===== src/rtl/calc_pkg.sv =====
// Shared types and constants for the ALU result path: FSM encodings and
// BCD digit geometry used by the binary-to-BCD converter.
package calc_pkg;

    typedef enum logic [1:0] {
        ST_IDLE  = 2'd0,
        ST_SHIFT = 2'd1,
        ST_DONE  = 2'd2
    } state_t;

    localparam int unsigned      BCD_W       = 4;
    localparam logic [BCD_W-1:0] ADD3_THRESH = 4'd5;
    localparam logic [BCD_W-1:0] ADD3_VALUE  = 4'd3;

endpackage


===== src/rtl/bcd_add3_adj.sv =====
// Double-dabble digit correction: a BCD digit of 5 or more gets 3 added
// before the shift so that it carries correctly into the next digit.
module bcd_add3_adj
    import calc_pkg::*;
(
    input  logic [BCD_W-1:0] din,
    output logic [BCD_W-1:0] dout
);

    always_comb begin
        dout = din;
        if (din >= ADD3_THRESH) begin
            dout = din + ADD3_VALUE;
        end
    end

endmodule


===== src/rtl/alu_result_bcd_conv.sv =====
// Sign-magnitude ALU result to packed BCD, one double-dabble step per clock,
// with leading-zero blanking flags for the 7-segment driver.
module alu_result_bcd_conv
    import calc_pkg::*;
#(
    parameter int unsigned WIDTH  = 9,
    parameter int unsigned DIGITS = 3
) (
    input  logic                      clk,
    input  logic                      reset,
    input  logic                      in_valid,
    output logic                      in_ready,
    input  logic [WIDTH-1:0]          magnitude,
    input  logic                      sign_in,
    output logic                      out_valid,
    input  logic                      out_ready,
    output logic [BCD_W*DIGITS-1:0]   bcd,
    output logic                      sign_out,
    output logic [DIGITS-1:0]         lz_blank
);

    localparam int unsigned BCD_BITS = BCD_W * DIGITS;
    localparam int unsigned SR_W     = BCD_BITS + WIDTH;
    localparam int unsigned CNT_W    = $clog2(WIDTH + 1);

    if (longint'(10) ** DIGITS <= (longint'(1) << WIDTH) - 1) begin : g_param_check
        $error("alu_result_bcd_conv: DIGITS too small to hold 2**WIDTH-1");
    end

    state_t                state_q, state_d;
    logic [SR_W-1:0]       shreg_q, shreg_d;
    logic [CNT_W-1:0]      cnt_q, cnt_d;
    logic                  sign_lat_q, sign_lat_d;
    logic [BCD_BITS-1:0]   bcd_q, bcd_d;
    logic                  sign_out_q, sign_out_d;
    logic [DIGITS-1:0]     lz_q, lz_d;

    logic [BCD_BITS-1:0]   bcd_adj;
    logic [SR_W-1:0]       sr_adj;
    logic [SR_W-1:0]       sr_shift;
    logic [BCD_BITS-1:0]   final_bcd;
    logic [DIGITS-1:0]     lz_next;
    logic                  above_zero;

    for (genvar g = 0; g < DIGITS; g++) begin : g_adj
        bcd_add3_adj u_adj (
            .din  (shreg_q[WIDTH + g*BCD_W +: BCD_W]),
            .dout (bcd_adj[g*BCD_W +: BCD_W])
        );
    end

    // State register
    always_ff @(posedge clk or posedge reset) begin
        if (reset) begin
            state_q <= ST_IDLE;
        end else begin
            state_q <= state_d;
        end
    end

    // Next-state logic
    always_comb begin
        state_d = state_q;
        case (state_q)
            ST_IDLE:  if (in_valid) state_d = ST_SHIFT;
            ST_SHIFT: if (cnt_q == CNT_W'(1)) state_d = ST_DONE;
            ST_DONE:  if (out_ready) state_d = ST_IDLE;
            default:  state_d = ST_IDLE;
        endcase
    end

    // Output logic
    always_comb begin
        in_ready  = (state_q == ST_IDLE);
        out_valid = (state_q == ST_DONE);
        bcd       = bcd_q;
        sign_out  = sign_out_q;
        lz_blank  = lz_q;
    end

    // The result captured on the last step is the post-shift value, so the
    // adjust-then-shift step is computed once and reused for both.
    always_comb begin
        sr_adj    = {bcd_adj, shreg_q[WIDTH-1:0]};
        sr_shift  = sr_adj << 1;
        final_bcd = sr_shift[SR_W-1 -: BCD_BITS];
    end

    always_comb begin
        above_zero = 1'b1;
        lz_next    = '0;
        for (int unsigned k = 0; k < DIGITS - 1; k++) begin
            above_zero = above_zero &
                         (final_bcd[(DIGITS-1-k)*BCD_W +: BCD_W] == '0);
            lz_next[DIGITS-1-k] = above_zero;
        end
    end

    always_comb begin
        shreg_d    = shreg_q;
        cnt_d      = cnt_q;
        sign_lat_d = sign_lat_q;
        bcd_d      = bcd_q;
        sign_out_d = sign_out_q;
        lz_d       = lz_q;
        case (state_q)
            ST_IDLE: begin
                if (in_valid) begin
                    shreg_d    = SR_W'(magnitude);
                    sign_lat_d = sign_in & (magnitude != '0);
                    cnt_d      = CNT_W'(WIDTH);
                end
            end
            ST_SHIFT: begin
                shreg_d = sr_shift;
                if (cnt_q != '0) begin
                    cnt_d = cnt_q - CNT_W'(1);
                end
                if (cnt_q == CNT_W'(1)) begin
                    bcd_d      = final_bcd;
                    sign_out_d = sign_lat_q;
                    lz_d       = lz_next;
                end
            end
            default: ;
        endcase
    end

    always_ff @(posedge clk or posedge reset) begin
        if (reset) begin
            shreg_q    <= '0;
            cnt_q      <= '0;
            sign_lat_q <= 1'b0;
            bcd_q      <= '0;
            sign_out_q <= 1'b0;
            lz_q       <= '0;
        end else begin
            shreg_q    <= shreg_d;
            cnt_q      <= cnt_d;
            sign_lat_q <= sign_lat_d;
            bcd_q      <= bcd_d;
            sign_out_q <= sign_out_d;
            lz_q       <= lz_d;
        end
    end

endmodule


===== config.mk =====
export PLATFORM = sky130hd
export DESIGN_NAME = alu_result_bcd_conv
export DESIGN_NICKNAME = d
export VERILOG_FILES = /design/src/rtl/calc_pkg.sv /design/src/rtl/bcd_add3_adj.sv /design/src/rtl/alu_result_bcd_conv.sv
export SDC_FILE = /design/constraint.sdc
export NUM_CORES = 1
export LEC_CHECK = 0
export ABC_AREA = 1
export ABC_CLOCK_PERIOD_IN_PS = 1800
export BUFFER_PORTS_ARGS = -buffer_cell sky130_fd_sc_hd__buf_2
export CORE_MARGIN = 3
export CORE_UTILIZATION = 46
export DETAILED_ROUTE_END_ITERATION = 12
export GPL_ROUTABILITY_DRIVEN = 0
export GPL_TIMING_DRIVEN = 0
export HOLD_SLACK_MARGIN = 0.1
export PLACE_DENSITY = 0.69
export SYNTH_ARGS = -nofsm -noshare
export SYNTH_HDL_FRONTEND = slang
export SYNTH_SLANG_ARGS = --single-unit

===== constraint.sdc =====
create_clock -name clk -period 1.8 [get_ports clk]
set_clock_uncertainty 0.05 [all_clocks]
set_input_delay 0.18 -clock clk [delete_from_list [all_inputs] [get_ports clk]]
set_output_delay 0.18 -clock clk [all_outputs]
set_load 0.01 [all_outputs]

==> results by group, run 1 <==
Global route
  • Vias in the first global route: 1682
  • Antenna violations before repair: 0
  • Largest net degree at the start of global routing: 44
  • First-pass GRT wire length: 7.48 mm
  • Tot GR Track Use: 0.173
  • GR Overflow Total: 0

CTS
  • Hold buffer count at CTS: 2
  • TritonCTS Sinks: 43
  • CTS tree: built
  • Reg clk slew, reported paths: 0.08 ns
  • H-tree depth: 2
  • Post-CTS Setup Repair Bufs: 0
  • Maximum buffer depth of the clock tree: 2
  • TritonCTS buffer count: 5
  • Skew-Pair Late Insertion Delay: 0.29 ns
  • Post-CTS Resized: 0
  • CTS Root Cell: clkbuf_8

Logic synthesis
  • FF+latch count, synth: 43
  • Cells after synthesis: 253
  • Syn_nets: 276
  • Avg Cell Area, Syn: approximately 8.4 um2
  • Post-synth top area cell: dfrtp_1
  • Mapped Area: 2130 um2
  • Yosys Warn Count: 0
  • Top cell type's share of synthesized area: 0.506
  • Synth unique cells: 26
  • Largest cells by area after synthesis: dfrtp_1 51%, nand2_1 12%, o21ai_0 7.3%
  • Sequential share of the synthesized area: 0.506

Floorplan
  • Core Box Area: 4410 um2
  • Die height: ~74 um
  • Starting density of the core: 0.482
  • # rows: 24
  • # IOs: 32
  • Die X: around 74 um
  • Area of the die: 5480 um2

Drt
  • Met3 WL post-DR: approximately 180 um
  • Routed vias: 1778
  • Via density: 5.15
  • DRC violations left: 0
  • First-pass DRT Iterations: 4
  • Drt initial violations: 91
  • Met2 wire length: 2.08 mm
  • Metal1 wirelength: 2.01 mm
  • Top sig layer: met4
  • Final wirelength: 4.31 mm
  • Detail Route Antenna Nets: 0
  • Wire per inst: roughly 12 um

Worst setup path
  • Critical Path End Type: flip-flop
  • CP Launch Type: flip-flop
  • Worst EP arrival: ~1.8 ns
  • Crit Path Max Fanout: 4
  • Critical path class: reg2reg
  • Crit Reg-Reg Startpoint: shreg_q[13]
  • Crit path required time: around 2.0 ns
  • R2R Path End: lz_blank[1]
  • Worst Reg-to-Reg Cells: 10
  • Flop2flop setup slack: 0.17 ns

Place
  • IO buf count: 30
  • Post-DP HPWL: 3.05 mm

STA
  • Pins Over Slew Limit: 0
  • Headroom to the max-slew limit: 0.407
  • Fmax: 614 MHz
  • Period utilization: 0.904
  • Slew @ Worst Pin: 0.888 ns
  • # setup viols final: 0
  • Min cycle time layout: 1.63 ns
  • Setup TNS: 0 ns
  • Final Hold Vio Count: 0
  • RSZ-0062 raised after global routing: no

Worst hold path
  • Hold depth: 3
  • Hold Path Class: in2reg
  • Worst hold path endpoint: shreg_q[2]
  • Hold wc startpoint: magnitude[2]

Pwr
  • Peak VDD IR: approximately 0.0007 V
  • Pwr/cell area: 1880 nW/um2
  • Pleak: 1.29 nW

Cells and area
  • Number of diodes: 0
  • Share of cells above drive strength 1: 0.171
  • Fill cells: roughly 430
  • Final net count: 315
  • Area of the multi-input gates: 867 um2
  • Fin util: 0.554
  • Reg area: about 1100 um2
  • Syn-to-layout area delta: 14.9%

Status
  • Run status: finished clean

Run
  • Max-cap violation count: 0
critical path: stages (launching register included):
cell and delay (ns):
dfrtp_1 0.42, inv_1 0.14, ha_1 0.17, inv_1 0.04, nand2_1 0.10, nand3_1 0.13
nand2_1 0.17, nand2_1 0.08, nor2_1 0.14, nand2_1 0.07, nand2_1 0.06
metal layers:
| layer | up-vias | track usage |
|---|---|---|
| met4 | 0 | 0.0624 |
| met5 | - | 0 |
| li1 | 895 | - |
| met2 | 45 | 0.297 |
| met3 | 5 | 0.0284 |
| met1 | 833 | 0.221 |
logic make-up (layout without fill, tap and decap cells):
family | count (synthesis) | after routing | synth area share
buf+inv | 43 | 83 | 0.0870
fa+ha+maj | 9 | 9 | 0.0529
other cells | 1 | 1 | 0.00176
xor+xnor | 2 | 2 | 0.00823
simple gates | 101 | 101 | 0.198
compound gates | 54 | 54 | 0.147
flops | 43 | 43 | 0.506
where the power goes:
part,internal (mW),switching [mW],total [mW]
Sequential,1.42,0.241,1.66
Combinational,0.873,1.46,2.34
Clock,0.273,0.318,0.591
Total,2.57,2.02,4.59
cell type report:
cell class	count	area share
sequential	43	0.440
multi-input combinational	167	0.355
timing repair buffer	32	0.0696
inverter	34	0.0522
clock buffer	7	0.0312
tap	52	0.0266
buffer	9	0.0235
clock inverter	1	0.00205
stage by stage:
stage	hold slack (ns)	instance area, um2	worst slack, ns	instances	power, mW
after floorplan	0.216	2130	0.406	253	3.39
after global placement	0.305	2340	-0.00601	335	3.96
after detailed placement	0.314	2340	0.217	335	4.03
after CTS	0.111	2440	0.196	345	4.63
after global routing	0.128	2440	0.00745	345	5.09
final	0.115	2440	0.173	345	4.59
layout by cell type (no fill, tap or decap), types with 2 or more instances in the layout:
cell / instances
nand2_1: 68
dfrtp_1: 43
buf_2: 33
inv_1: 32
o21ai_0: 31
nor2_1: 16
o22ai_1: 11
ha_1: 9
o211ai_1: 8
nand3_1: 8
clkbuf_8: 5
clkbuf_1: 4
nand4_1: 4
inv_2: 2
nand2_2: 2
buf_6: 2
o31ai_1: 2
dlygate4sd3_1: 2
worst max-delay path by stage:
stage	startpoint	to	slack [ns]	cells after the start
2_1_floorplan	state_q[1]	shreg_q[11]	0.41	6
3_3_place_gp	reset	bcd[3]	-0.006	2
3_5_place_dp	shreg_q[13]	lz_blank[1]	0.22	10
4_1_cts	shreg_q[13]	lz_blank[1]	0.20	10
5_1_grt	shreg_q[13]	lz_blank[1]	0.007	10
6_report	shreg_q[13]	lz_blank[1]	0.17	10
state kept, by name (all words and copies together), names as in the netlist:
| name | flops |
|---|---|
| bcd | 12 |
| cnt_q | 4 |
| lz_blank | 2 |
| shreg_q | 21 |
| sign_lat_q | 1 |
| sign_out | 1 |
| state_q | 2 |
synthesized netlist by cell type:
cell      instances
a21oi_1           1
and2_1            1
buf_2             3
buf_4             1
buf_6             2
clkbuf_1          2
clkbuf_2          1
conb_1            1
dfrtp_1          43
ha_1              9
inv_1            33
inv_2             1
nand2_1          68
nand2_2           2
nand3_1           8
nand3_2           1
nand4_1           4
nor2_1           16
nor2_4            1
o211ai_1          8
o21ai_0          31
o21ai_2           1
o22ai_1          11
o31ai_1           2
xnor2_1           1
xor2_1            1
(Power assumes the default switching activity.)
==> run 2: changes to the inputs <==
--- a/config.mk
+++ b/config.mk
@@ -8,13 +8,12 @@
 export ABC_AREA = 1
 export ABC_CLOCK_PERIOD_IN_PS = 1800
 export BUFFER_PORTS_ARGS = -buffer_cell sky130_fd_sc_hd__buf_2
-export CORE_MARGIN = 3
-export CORE_UTILIZATION = 46
+export CORE_UTILIZATION = 56
 export DETAILED_ROUTE_END_ITERATION = 12
 export GPL_ROUTABILITY_DRIVEN = 0
 export GPL_TIMING_DRIVEN = 0
 export HOLD_SLACK_MARGIN = 0.1
-export PLACE_DENSITY = 0.69
+export PLACE_DENSITY = 0.79
 export SYNTH_ARGS = -nofsm -noshare
 export SYNTH_HDL_FRONTEND = slang
 export SYNTH_SLANG_ARGS = --single-unit
==> run 2 against run 1 <==
Net effect: design area rose by 1.4%; power rose by 4.7%; non-clock buffer count did not move; maximum frequency barely moved; register-to-register slack barely moved; first-iteration DRC count fell by 12%; sequential cell count did not move; worst setup slack got worse by 0.00098 ns.
==> results by group, run 2 (synthesis results as in run 1) <==
CTS
  • H-tree depth: 2
  • Skew-Pair Late Insertion Delay: 0.30 ns
  • TritonCTS Sinks: 43
  • TritonCTS buffer count: 5
  • CTS Root Cell: clkbuf_8
  • Reg clk slew, reported paths: 0.08 ns
  • Post-CTS Setup Repair Bufs: 0
  • CTS tree: built
  • Maximum buffer depth of the clock tree: 2

Drt
  • Via density: approximately 5.2
  • Met3 WL post-DR: 154 um
  • Detail Route Antenna Nets: 0
  • Top sig layer: met4
  • Wire per inst: between 10 and 15 um
  • Met2 wire length: between 2 and 2.5 mm
  • First-pass DRT Iterations: 6
  • Metal1 wirelength: 1.87 mm
  • Routed vias: 1766
  • Final wirelength: 4.21 mm
  • DRC violations left: 0
  • Drt initial violations: 80

Cells and area
  • Number of diodes: 0
  • Fin cells: 341
  • Commonest non-fill, non-tap cell in the layout: nand2_1
  • Fin util: 0.677
  • Max FFs per register: 21
  • Syn-to-layout area delta: 16.5%
  • Final net count: 315
  • Most frequent cells in the layout: 67 x nand2_1, 43 x dfrtp_1, 33 x buf_2, 32 x inv_1, 31 x o21ai_0
  • Share of cells above drive strength 1: 0.181
  • Largest register by flop count: shreg_q
  • Post-route cell area: 2480 um2

Worst setup path
  • Critical Path End Type: flip-flop
  • Crit path required time: 1.99 ns
  • CP Buf/Inv Count: 2
  • CP Launch Type: flip-flop
  • Worst path slowest cell: dfrtp_1
  • Crit-path cells: inv_1 -> ha_1 -> inv_1 -> nand2_1 -> nand3_1 -> nand2_2 -> nand2_1 -> nor2_1 -> nand2_1 -> nand2_1
  • Worst path most repeated cell: nand2_1
  • Worst EP arrival: between 1.5 and 2 ns
  • Crit Reg-Reg Startpoint: shreg_q[13]
  • Crit path depth: 10
  • Crit Path Max Fanout: 4
  • Cell family with most CP delay: simple AND/OR/NAND/NOR gates
  • Flop2flop setup slack: 0.17 ns
  • Critical path class: reg2reg
  • R2R Path End: lz_blank[1]
  • Worst Reg-to-Reg Cells: 10
  • Slowest stage delay, CP: 0.42 ns

Pwr
  • Pleak: 1.31 nW
  • Peak VDD IR: 0.000968 V
  • Pwr/cell area: 1940 nW/um2
  • Power, Total: 4.80 mW

STA
  • # setup viols final: 0
  • Period utilization: 0.905
  • RSZ-0062 raised after global routing: no
  • Slew @ Worst Pin: 0.853 ns
  • Min cycle time layout: 1.63 ns
  • Pins Over Slew Limit: 0
  • Fmax: between 600 and 700 MHz
  • Final worst slack: 0.172 ns
  • Final Hold Vio Count: 0
  • Setup TNS: 0 ns
  • Headroom to the max-slew limit: 0.430
  • Worst hold slack: approximately 0.12 ns

Worst hold path
  • Worst hold path endpoint: shreg_q[5]
  • Hold depth: 3
  • Hold wc startpoint: magnitude[5]
  • Hold Path Class: in2reg

Global route
  • Vias in the first global route: ~1.6k
  • Antenna violations before repair: 0
  • GR Overflow Total: 0
  • Largest net degree at the start of global routing: 44
  • First-pass GRT wire length: roughly 7.1 mm
  • Tot GR Track Use: 0.232

Place
  • Place WS: 0.176 ns
  • DP Cell Count: about 330
  • Placed Area: 2340 um2
  • IO buf count: 30
  • Post-DP HPWL: 2.97 mm

Floorplan
  • Area of the die: 4050 um2
  • # IOs: 32
  • # rows: 22
  • Die X: 63.7 um
  • Die height: 63.7 um
  • Starting density of the core: 0.581
  • Core Box Area: 3660 um2

Run
  • Max-cap violation count: 0

Status
  • Run status: finished clean
[run 2: changes by cell type in the layout (fill, tap and decap cells not counted), sizes merged]
cell / change
bufinv: +1
clkbuf: -1
[run 2: worst max-delay path by stage]
stage	startpoint	endpoint
global route	cnt_q[1]	lz_blank[1]
finish	shreg_q[13]	lz_blank[1]
CTS	shreg_q[13]	lz_blank[1]
detailed placement	shreg_q[13]	lz_blank[1]
floorplan	state_q[1]	shreg_q[11]
global placement	reset	bcd[3]
[run 2: final cells by class]
class	count	area, um2
Buffer	9	57.6
Tap cell	48	60.1
Fill cell	322	1180
Clock inverter	2	35.0
Timing Repair Buffer	32	170
Multi-Input combinational cell	167	870
Clock buffer	6	82.6
Inverter	34	128
Sequential cell	43	1080
[run 2: timing repair]
action	in CTS	in global routing
endpoints found under the hold margin	44	0
hold buffers	2	0
setup endpoints to repair	0	1
gates resized for setup	0	1
[run 2: power breakdown]
group / internal (mW) / switching, mW
clock: 0.449 / 0.330
combinational: 0.875 / 1.48
sequential: 1.42 / 0.244
[run 2: per-layer routing]
metal	vias to the layer above	GRT usage
met5	-	0
met4	0	0.0966
met3	9	0.0489
met2	40	0.399
met1	823	0.279
li1	894	-
[run 2: worst min-delay path: stages]
cell	delay [ns]
buf_2	0.09
o211ai_1	0.09
o21ai_0	0.07
